## src/rtl/rv_pkg.sv

```systemverilog
// Shared definitions for the RV32 execute sequencer: ALU op codes, opcodes,
// FSM states and the instruction decoder used in IDLE.
package rv_pkg;

    localparam logic [1:0] ALU_ADD = 2'b00;
    localparam logic [1:0] ALU_SUB = 2'b01;
    localparam logic [1:0] ALU_AND = 2'b10;
    localparam logic [1:0] ALU_OR  = 2'b11;

    localparam logic [6:0] OPC_OP    = 7'b0110011;
    localparam logic [6:0] OPC_OPIMM = 7'b0010011;

    localparam logic [6:0] F7_BASE = 7'b0000000;
    localparam logic [6:0] F7_ALT  = 7'b0100000;

    typedef enum logic [1:0] {
        ST_IDLE = 2'd0,
        ST_OPER = 2'd1,
        ST_EXEC = 2'd2,
        ST_WB   = 2'd3
    } state_e;

    typedef struct packed {
        logic [1:0]  op;
        logic [4:0]  rd;
        logic [4:0]  rs1;
        logic [4:0]  rs2;
        logic [11:0] imm;
        logic        use_imm;
        logic        err;
    } dec_t;

    function automatic dec_t decode(input logic [31:0] instr);
        dec_t       d;
        logic [6:0] opc;
        logic [6:0] f7;
        logic [2:0] f3;
        opc       = instr[6:0];
        f3        = instr[14:12];
        f7        = instr[31:25];
        d.op      = ALU_ADD;
        d.rd      = instr[11:7];
        d.rs1     = instr[19:15];
        d.rs2     = instr[24:20];
        d.imm     = instr[31:20];
        d.use_imm = 1'b0;
        d.err     = 1'b0;
        if (opc == OPC_OP && f7 == F7_BASE) begin
            case (f3)
                3'b000:  d.op = ALU_ADD;
                3'b111:  d.op = ALU_AND;
                3'b110:  d.op = ALU_OR;
                default: d.err = 1'b1;
            endcase
        end else if (opc == OPC_OP && f7 == F7_ALT && f3 == 3'b000) begin
            d.op = ALU_SUB;
        end else if (opc == OPC_OPIMM && f3 == 3'b000) begin
            d.use_imm = 1'b1;
        end else begin
            d.err = 1'b1;
        end
        return d;
    endfunction

endpackage

```

## src/rtl/alu_exec_unit_if.sv

```systemverilog
// Bundle of the execute unit's instruction, ALU, retirement and debug signals.
// slave is the execute unit; master is its environment (source, ALU, debug).
interface alu_exec_unit_if #(
    parameter int XLEN = 32
);
    logic            in_valid;
    logic            in_ready;
    logic [31:0]     in_instr;
    logic [XLEN-1:0] alu_a;
    logic [XLEN-1:0] alu_b;
    logic [1:0]      alu_op;
    logic [XLEN-1:0] alu_out;
    logic            done_valid;
    logic            done_err;
    logic [4:0]      done_rd;
    logic [XLEN-1:0] done_data;
    logic [4:0]      dbg_addr;
    logic [XLEN-1:0] dbg_data;

    modport slave (
        input  in_valid, in_instr, alu_out, dbg_addr,
        output in_ready, alu_a, alu_b, alu_op,
        output done_valid, done_err, done_rd, done_data, dbg_data
    );

    modport master (
        output in_valid, in_instr, alu_out, dbg_addr,
        input  in_ready, alu_a, alu_b, alu_op,
        input  done_valid, done_err, done_rd, done_data, dbg_data
    );
endinterface

```

## src/rtl/alu_regfile.sv

```systemverilog
// Architectural register file: three combinational read ports, one write port,
// x0 hardwired to zero.
module alu_regfile #(
    parameter int XLEN  = 32,
    parameter int NREGS = 32
) (
    input  logic            clk,
    input  logic            rst,
    input  logic [4:0]      i_rs1_addr,
    input  logic [4:0]      i_rs2_addr,
    input  logic [4:0]      i_dbg_addr,
    input  logic            i_we,
    input  logic [4:0]      i_waddr,
    input  logic [XLEN-1:0] i_wdata,
    output logic [XLEN-1:0] o_rs1_data,
    output logic [XLEN-1:0] o_rs2_data,
    output logic [XLEN-1:0] o_dbg_data
);
    logic [XLEN-1:0] r_regs [NREGS];

    // NOTE: this is a flop array, not a RAM macro, so it can take the async reset to zero.
    always_ff @(posedge clk or posedge rst) begin
        if (rst) begin
            for (int i = 0; i < NREGS; i++) begin
                r_regs[i] <= '0;
            end
        end else if (i_we && i_waddr != 5'd0) begin
            // NOTE: non-blocking so every reader in this edge sees the pre-edge value.
            r_regs[i_waddr] <= i_wdata;
        end
    end

    assign o_rs1_data = (i_rs1_addr == 5'd0) ? '0 : r_regs[i_rs1_addr];
    assign o_rs2_data = (i_rs2_addr == 5'd0) ? '0 : r_regs[i_rs2_addr];
    assign o_dbg_data = (i_dbg_addr == 5'd0) ? '0 : r_regs[i_dbg_addr];

endmodule

```

## src/rtl/alu_exec_unit.sv

```systemverilog
// Four-state execute sequencer (IDLE/OPER/EXEC/WB) that feeds an external
// 2-bit-op ALU from the register file and writes its result back.
module alu_exec_unit
    import rv_pkg::*;
#(
    parameter int XLEN  = 32,
    parameter int NREGS = 32
) (
    input  logic            clk,
    input  logic            rst,
    alu_exec_unit_if.slave  bus
);
    state_e          r_state;
    state_e          w_next;
    dec_t            w_dec;

    logic [1:0]      r_op;
    logic [4:0]      r_rd;
    logic [4:0]      r_rs1;
    logic [4:0]      r_rs2;
    logic [11:0]     r_imm;
    logic            r_use_imm;
    logic            r_err;
    logic [XLEN-1:0] r_a;
    logic [XLEN-1:0] r_b;
    logic [XLEN-1:0] r_res;

    logic [XLEN-1:0] w_rs1_data;
    logic [XLEN-1:0] w_rs2_data;
    logic [XLEN-1:0] w_imm_ext;
    logic            w_we;
    logic            w_wb;

    assign w_dec     = decode(bus.in_instr);
    assign w_imm_ext = {{(XLEN-12){r_imm[11]}}, r_imm};
    assign w_wb      = (r_state == ST_WB);
    assign w_we      = w_wb && !r_err;

    alu_regfile #(
        .XLEN  (XLEN),
        .NREGS (NREGS)
    ) u_regfile (
        .clk        (clk),
        .rst        (rst),
        .i_rs1_addr (r_rs1),
        .i_rs2_addr (r_rs2),
        .i_dbg_addr (bus.dbg_addr),
        .i_we       (w_we),
        .i_waddr    (r_rd),
        .i_wdata    (r_res),
        .o_rs1_data (w_rs1_data),
        .o_rs2_data (w_rs2_data),
        .o_dbg_data (bus.dbg_data)
    );

    always_ff @(posedge clk or posedge rst) begin
        if (rst) begin
            r_state <= ST_IDLE;
        end else begin
            r_state <= w_next;
        end
    end

    // NOTE: default first so every path assigns w_next and no latch is inferred.
    always_comb begin
        w_next = r_state;
        case (r_state)
            ST_IDLE: if (bus.in_valid) w_next = ST_OPER;
            ST_OPER: w_next = r_err ? ST_WB : ST_EXEC;
            ST_EXEC: w_next = ST_WB;
            ST_WB:   w_next = ST_IDLE;
            default: w_next = ST_IDLE;
        endcase
    end

    always_ff @(posedge clk or posedge rst) begin
        if (rst) begin
            r_op      <= ALU_ADD;
            r_rd      <= '0;
            r_rs1     <= '0;
            r_rs2     <= '0;
            r_imm     <= '0;
            r_use_imm <= 1'b0;
            r_err     <= 1'b0;
            r_a       <= '0;
            r_b       <= '0;
            r_res     <= '0;
        end else begin
            case (r_state)
                ST_IDLE: begin
                    if (bus.in_valid) begin
                        r_op      <= w_dec.op;
                        r_rd      <= w_dec.rd;
                        r_rs1     <= w_dec.rs1;
                        r_rs2     <= w_dec.rs2;
                        r_imm     <= w_dec.imm;
                        r_use_imm <= w_dec.use_imm;
                        r_err     <= w_dec.err;
                    end
                end
                ST_OPER: begin
                    r_a <= w_rs1_data;
                    r_b <= r_use_imm ? w_imm_ext : w_rs2_data;
                end
                ST_EXEC: r_res <= bus.alu_out;
                default: ;
            endcase
        end
    end

    assign bus.in_ready   = (r_state == ST_IDLE);
    assign bus.alu_a      = r_a;
    assign bus.alu_b      = r_b;
    assign bus.alu_op     = r_op;
    assign bus.done_valid = w_wb;
    assign bus.done_err   = w_wb && r_err;
    assign bus.done_rd    = w_wb ? r_rd : 5'd0;
    // r_res is stale on an illegal instruction, so the result is forced to zero.
    assign bus.done_data  = w_we ? r_res : '0;

endmodule
```

## src/flat_wrapper.sv

```systemverilog
// flat-port wrapper written by rule: the top's interface ports become plain ports
module alu_exec_unit_flat import rv_pkg::*;
#(
    parameter int XLEN  = 32,
    parameter int NREGS = 32
)
  (clk, rst, bus_in_valid, bus_in_instr, bus_alu_out, bus_dbg_addr, bus_in_ready, bus_alu_a, bus_alu_b, bus_alu_op, bus_done_valid, bus_done_err, bus_done_rd, bus_done_data, bus_dbg_data);
  alu_exec_unit_if #(.XLEN(XLEN)) bus_i ();
  input  logic clk;
  input  logic rst;
  input wire logic [$bits(bus_i.in_valid)-1:0] bus_in_valid;
  input wire logic [$bits(bus_i.in_instr)-1:0] bus_in_instr;
  input wire logic [$bits(bus_i.alu_out)-1:0] bus_alu_out;
  input wire logic [$bits(bus_i.dbg_addr)-1:0] bus_dbg_addr;
  output wire logic [$bits(bus_i.in_ready)-1:0] bus_in_ready;
  output wire logic [$bits(bus_i.alu_a)-1:0] bus_alu_a;
  output wire logic [$bits(bus_i.alu_b)-1:0] bus_alu_b;
  output wire logic [$bits(bus_i.alu_op)-1:0] bus_alu_op;
  output wire logic [$bits(bus_i.done_valid)-1:0] bus_done_valid;
  output wire logic [$bits(bus_i.done_err)-1:0] bus_done_err;
  output wire logic [$bits(bus_i.done_rd)-1:0] bus_done_rd;
  output wire logic [$bits(bus_i.done_data)-1:0] bus_done_data;
  output wire logic [$bits(bus_i.dbg_data)-1:0] bus_dbg_data;
  assign bus_i.in_valid = bus_in_valid;
  assign bus_i.in_instr = bus_in_instr;
  assign bus_i.alu_out = bus_alu_out;
  assign bus_i.dbg_addr = bus_dbg_addr;
  assign bus_in_ready = bus_i.in_ready;
  assign bus_alu_a = bus_i.alu_a;
  assign bus_alu_b = bus_i.alu_b;
  assign bus_alu_op = bus_i.alu_op;
  assign bus_done_valid = bus_i.done_valid;
  assign bus_done_err = bus_i.done_err;
  assign bus_done_rd = bus_i.done_rd;
  assign bus_done_data = bus_i.done_data;
  assign bus_dbg_data = bus_i.dbg_data;
  alu_exec_unit #(.XLEN(XLEN), .NREGS(NREGS)) u_core (.clk(clk), .rst(rst), .bus(bus_i));
endmodule
```

## config.mk

```make
export PLATFORM = sky130hd
export DESIGN_NAME = alu_exec_unit_flat
export DESIGN_NICKNAME = d
export VERILOG_FILES = /design/src/rtl/rv_pkg.sv /design/src/rtl/alu_exec_unit_if.sv /design/src/rtl/alu_regfile.sv /design/src/rtl/alu_exec_unit.sv /design/src/flat_wrapper.sv
export SDC_FILE = /design/constraint.sdc
export NUM_CORES = 2
export LEC_CHECK = 0
export CAP_MARGIN = 20
export CORE_ASPECT_RATIO = 0.75
export CORE_UTILIZATION = 60
export DETAILED_ROUTE_END_ITERATION = 12
export GPL_ROUTABILITY_DRIVEN = 0
export MAX_ROUTING_LAYER = met4
export PLACE_DENSITY = 0.86
export SETUP_SLACK_MARGIN = 0.2
export SLEW_MARGIN = 25
export SYNTH_ARGS = -nofsm -noshare
export SYNTH_HDL_FRONTEND = slang
export SYNTH_SLANG_ARGS = --single-unit
```

## constraint.sdc

```tcl
create_clock -name clk -period 51.2 [get_ports clk]
set_input_delay 10.24 -clock clk [delete_from_list [all_inputs] [get_ports clk]]
set_output_delay 10.24 -clock clk [all_outputs]
set_load 0.01 [all_outputs]
```

# --- Word-level counts from Yosys, hierarchy flattened ---
# Index checks and enable logic that the tools add are counted.
totals:
  register_bits: 1153
  output_inout_bits: 138
  word_cells: 109
  inputBits: 72
classes:
  order_cmp: 5
  bitwise: 4
  eq_ne: 9
  mux: 30
  reduce_logical: 18
ops:
  columns: ["op", "count"]
  rows:
  - ["$bwmux W1024", 1]
  - ["$bmux W32 S5", 3]
  - ["$mux W32", 12]
  - ["$demux W32 S5", 1]
  - ["$ge A6 B6 Y1 const B", 4]
  - ["$not A5 Y6", 4]
  - ["$logic_not A5 Y1", 3]
  - ["$eq A7 B6 Y1 const B", 2]
  - ["$logic_and A1 B1 Y1", 8]
  - ["$pmux W2 S4", 1]
  - ["$eq A7 B5 Y1 const B", 1]
  - ["$logic_not A7 Y1", 1]
  - ["$mux W1", 7]
  - ["$eq A3 B3 Y1 const B", 2]
  - ["$lt A6 B1 Y1 const B", 1]
  - ["$mux W2", 3]
  - ["$mux W5", 1]
  - ["$reduce_bool A5 Y1", 1]
  - ["$eq A2 B2 Y1 const B", 2]
  - ["$pmux W2 S2", 1]
  - ["$logic_not A3 Y1", 1]
  - ["$reduce_or A3 Y1", 1]
  - ["$eq A2 B1 Y1 const B", 1]
  - ["$logic_not A2 Y1", 1]
  - ["other kinds (3)", 3]

# --- Depth between registers and ports, before layout ---
logic_depth:
  depth_word: 6
  mapped_depth: 10
  mapped_depth_nobuf: 7

# --- By module ---
# A second synthesis with hierarchy kept.
unflattened:
  cells_unflattened: 4809
  hier_area_um2: 68139.1
by_module_without_submodules:
  columns: ["mod", "cells_per_inst", "n_inst", "area_each_um2", "seq_area_each_um2"]
  rows:
  - ["alu_regfile", 4395, 1, 62947.9, 25624.6]
  - ["alu_exec_unit", 414, 1, 5191.2, 3103.0]

# --- Worst setup path after synthesis ---
# No wires, ideal clock.
synth_path:
  kind: "in2out"
  start: "input port bus_dbg_addr[0]"
  end: "output port bus_dbg_data[20]"
  arrival_time_ns: 11.832
  required_ns: 40.960
  cell_stages: 8
  setup_slack_ns: 29.128
  path_buffers: 3
  cell_sequence: "clkbuf_1 > buf_2 > buf_2 > mux4_2 > mux2i_1 > o22ai_1 > nor2_1 > o21ai_0"
synth_via:
  elab_chain_len: 5
  elab_cells_between_ends: 6
  cone_classes: "mux: 4; bitwise: 1; reduce/logical: 1"
synth_lines:
  columns: ["element", "line_no", "source"]
  rows:
  - ["start: declaration", "flat_wrapper.sv:14", "input wire logic [$bits(bus_i.dbg_addr)-1:0] bus_dbg_addr;"]
  - ["$not A5 Y6 (implied by the code)", "alu_regfile.sv:35", "assign o_dbg_data = (i_dbg_addr == 5'd0) ? '0 : r_regs[i_dbg_addr];"]
  - ["$bmux W32 S5", "alu_regfile.sv:35", null]
  - ["$mux W32 (implied by the code) (2 in a row)", "alu_regfile.sv:35", null]
  - ["$mux W32 (*)", "alu_regfile.sv:35", null]
  - ["end: declaration", "flat_wrapper.sv:23", "output wire logic [$bits(bus_i.dbg_data)-1:0] bus_dbg_data;"]
# Every way passes the cells marked *; elsewhere a longest branch is shown, timed or not. The select of a mux whose other input is x is not followed.

# --- Final worst setup path ---
layout_path:
  start: "input port bus_dbg_addr[1]"
  end: "output port bus_dbg_data[15]"
# The elaborated chain is that of the path after synthesis.

==> flow_summary.ini <==
[synth]
synth_top_area_cell = dfrtp_1
synth_top_family_by_area = multiplexers
yosys_warnings = 0
synthSimpleGateAreaFrac = 0.0385
yosysTopAreaCellShare = 0.420
ys_seq_area_frac = 0.420
synth.area.top_cells = dfrtp_1 (42%), mux4_2 (18%), mux2_2 (18%)
synth_flop_cell = dfrtp_1
synth_adder_area_share = 0.000731
netlist_area_um2 = 68400
async_flop_share = 1.00
synth_most_common_cell = dfrtp_1
synth.top_cells.by_count = dfrtp_1 (1148), mux2_2 (1066), mux2i_1 (596)
synth_edf_count = 0
synth.net_count = 5157
synth_seq_cells = 1148
ys_types = 60
synthCells = 5081
yosys-mux-area-fraction = 0.444
yosys.area_share.xor_xnor = 0
avgSynthCellArea_um2 = 13.5
synth_compound_gate_area_share = 0.0587

[pwr]
p_seq_frac = 0.360
p_int_mw = 2.67
p_per_area_nw_per_um2 = 61.2
p_leak_nw = 33.4
ir_drop_v = 0.0000553
switchingPower_mw = 1.96
switching_share = 0.424
p_comb_frac = 0.436
clkPwrFrac = 0.203

[timing]
fin_setup_tns_ns = 0
slew_headroom = 0.190
setup_violations = 0
max_clock_freq_ghz = 0.0412
finalMaxSlewViolations = 0
period_minus_slack_ns = 24.26
tightest_slew_ns = 1.21
skew_ns = 0.0449
timing.hold.ws_ns = 0.413
fin_crit_sh = 0.474
finalHoldViolations = 0
postLayoutSetupSlackWorst_ns = 26.94
rsz0062_at_grt = false

[floorplanning]
io_pins = 210
core_area_um2 = 112000
fp.dieW_um = 392
fp.dieArea_um2 = 115000
dieHeight_um = 294
rows = 106
initial_utilization = 0.610

[worst_setup_path]
cp_slowest_cell = o21ai_0
cp_data_required_time_ns = 40.96
arrival_ns = 14.02
worst_setup_path_start_kind = input port
critPathCaptureType = output pin
r2r_slack_ns = 46.43
r2r_end = u_core.bus.alu_b[28]$_DFFE_PP0N_
r2r-start = u_core.r_imm[0]$_DFFE_PP0P_
path_max_fanout = 84
worstPathCellList = buf_8 -> buf_4 -> mux4_2 -> mux2i_1 -> o21ai_0 -> clkdlybuf4s50_1
path_class = input port to output pin
critPathCapture = bus_dbg_data[15]
critPathLaunch = bus_dbg_addr[1]
r2r_cells = 8
cpPeakStageDelay_ns = 0.95

[route]
drtPass1Iterations = 7
drc = 0
wl_per_cell_um = 37.7
wl_um = 249000
viasPerCell = 7.92
ant_nets = 0
vias = 52434
drtIter0Drc = 9034

[placed_design]
port_buffers = 209
dp_slack_ns = 27.13
place_hpwl_um = 143000

[worst_hold_path]
worstHoldPathCells = 0
min_path_type = flop to flop

[global_routing]
antenna_found_initial = 13
top_usage_layer = met2
use_met3 = 0.224
grt_max_degree = 176
overflow = 0
grt_pass1_vias = 52343
use_met1 = 0.556
use_met2 = 0.572
grtUsageTotal = 0.447
grt_pass1_wl_um = 361000

[clock_tree]
clk_path_buf_depth = 3
post-cts-setup-buffers = 0
cts_buffers = 115
clock_sinks = 1148
cts_max_level = 3
ctsHoldBuffers = 0
clkLatencyLatePin_ns = 0.78
cts_root_buf = clkbuf_16
clk_pin_slew_worst_paths_ns = 0.06
tritoncts = built
cts_resized = 0

[layout]
syn_to_final_growth_pct = 10.5
drive_gt1_frac = 0.399
final_nets = 5065

[run_status]
status = completed

[job]
drv_cap = 0
-- placed cells by master (no fill, tap or decap), types with 23 or more instances in the layout --
master           count
buf_4              116
nor2_1             152
diode_2             23
o22ai_1             80
nor2b_1             49
a21oi_1            109
and2_1              56
clkbuf_16          117
clkdlybuf4s50_1    206
mux2i_1            596
mux4_2             542
a211oi_1            42
clkbuf_8            25
nand3_1             25
nand2_1            123
dfrtp_1           1125
mux2_2            1066
a31oi_1             47
o21ai_0             71
a221oi_1            23
a22oi_1             81
-- power groups by stage --
stage	logic (mW)	registers [mW]	clock network (mW)
finish	2.02	1.67	0.942
global route	2.06	1.69	0.975
CTS	1.94	1.63	0.938
detailed placement	1.92	1.64	0
global placement	1.87	1.61	0
floorplan	1.43	1.40	0
-- worst max-delay path, delay by kind of cell --
family / cells / cell delay, ns
buf+inv: 3 / 2.21
compound gates: 1 / 0.95
mux: 2 / 0.47
-- logic make-up (layout without fill, tap and decap cells) --
family	Yosys count	in the layout
and+or+nand+nor	543	543
DFF	1148	1148
buffers and inverters	571	573
adders and majority gates	4	4
muxes	2223	2223
other	0	23
AOI/OAI and AO/OA	592	592
-- registers in the layout (all words and copies together), names as in the netlist --
register                 cells
u_core.r_state               2
u_core.r_err                 1
u_core.bus.alu_b            32
u_core.r_rs1                 5
u_core.bus.alu_op            2
u_core.r_use_imm             1
u_core.u_regfile.r_regs   1024
u_core.bus.alu_a            32
u_core.r_rd                  5
u_core.r_res                32
u_core.r_imm                12
-- worst min path at each step --
stage                                             start                                        to  slack [ns]
5_1_grt        u_core.u_regfile.r_regs[996]$_DFFE_PP0P_  u_core.u_regfile.r_regs[996]$_DFFE_PP0P_        0.42
2_1_floorplan  u_core.u_regfile.r_regs[996]$_DFFE_PP0P_  u_core.u_regfile.r_regs[996]$_DFFE_PP0P_        0.45
6_report       u_core.u_regfile.r_regs[996]$_DFFE_PP0P_  u_core.u_regfile.r_regs[996]$_DFFE_PP0P_        0.41
3_3_place_gp   u_core.u_regfile.r_regs[996]$_DFFE_PP0P_  u_core.u_regfile.r_regs[996]$_DFFE_PP0P_        0.39
4_1_cts        u_core.u_regfile.r_regs[996]$_DFFE_PP0P_  u_core.u_regfile.r_regs[996]$_DFFE_PP0P_        0.41
3_5_place_dp   u_core.u_regfile.r_regs[996]$_DFFE_PP0P_  u_core.u_regfile.r_regs[996]$_DFFE_PP0P_        0.39
-- per-layer routing --
metal	share of wire	vias up
met2	0.40	5119
li1	-	19444
met1	0.35	26474
met5	0	-
met3	0.18	1397
met4	0.078	0
-- per-stage QoR --
| step | cells | power, mW | utilization | instance area (um2) |
|---|---|---|---|---|
| CTS | 6592 | 4.50 | 0.672 | 75400 |
| finish | 6618 | 4.63 | 0.674 | 75600 |
| floorplan | 5081 | 2.83 | - | 68400 |
| global route | 6611 | 4.73 | 0.674 | 75600 |
| detailed placement | 6381 | 3.55 | 0.635 | 71300 |
| global placement | 6381 | 3.48 | 0.635 | 71300 |
-- cell type report --
type / instances / area, um2
Multi-Input combinational cell: 3362 / 37400
Fill cell: 7547 / 36600
Sequential cell: 1148 / 28800
Clock buffer: 159 / 3330
Timing Repair Buffer: 341 / 3260
Tap cell: 1512 / 1890
Clock inverter: 52 / 828
Inverter: 21 / 86.3
Antenna cell: 23 / 57.6
(Power assumes the default switching activity.)
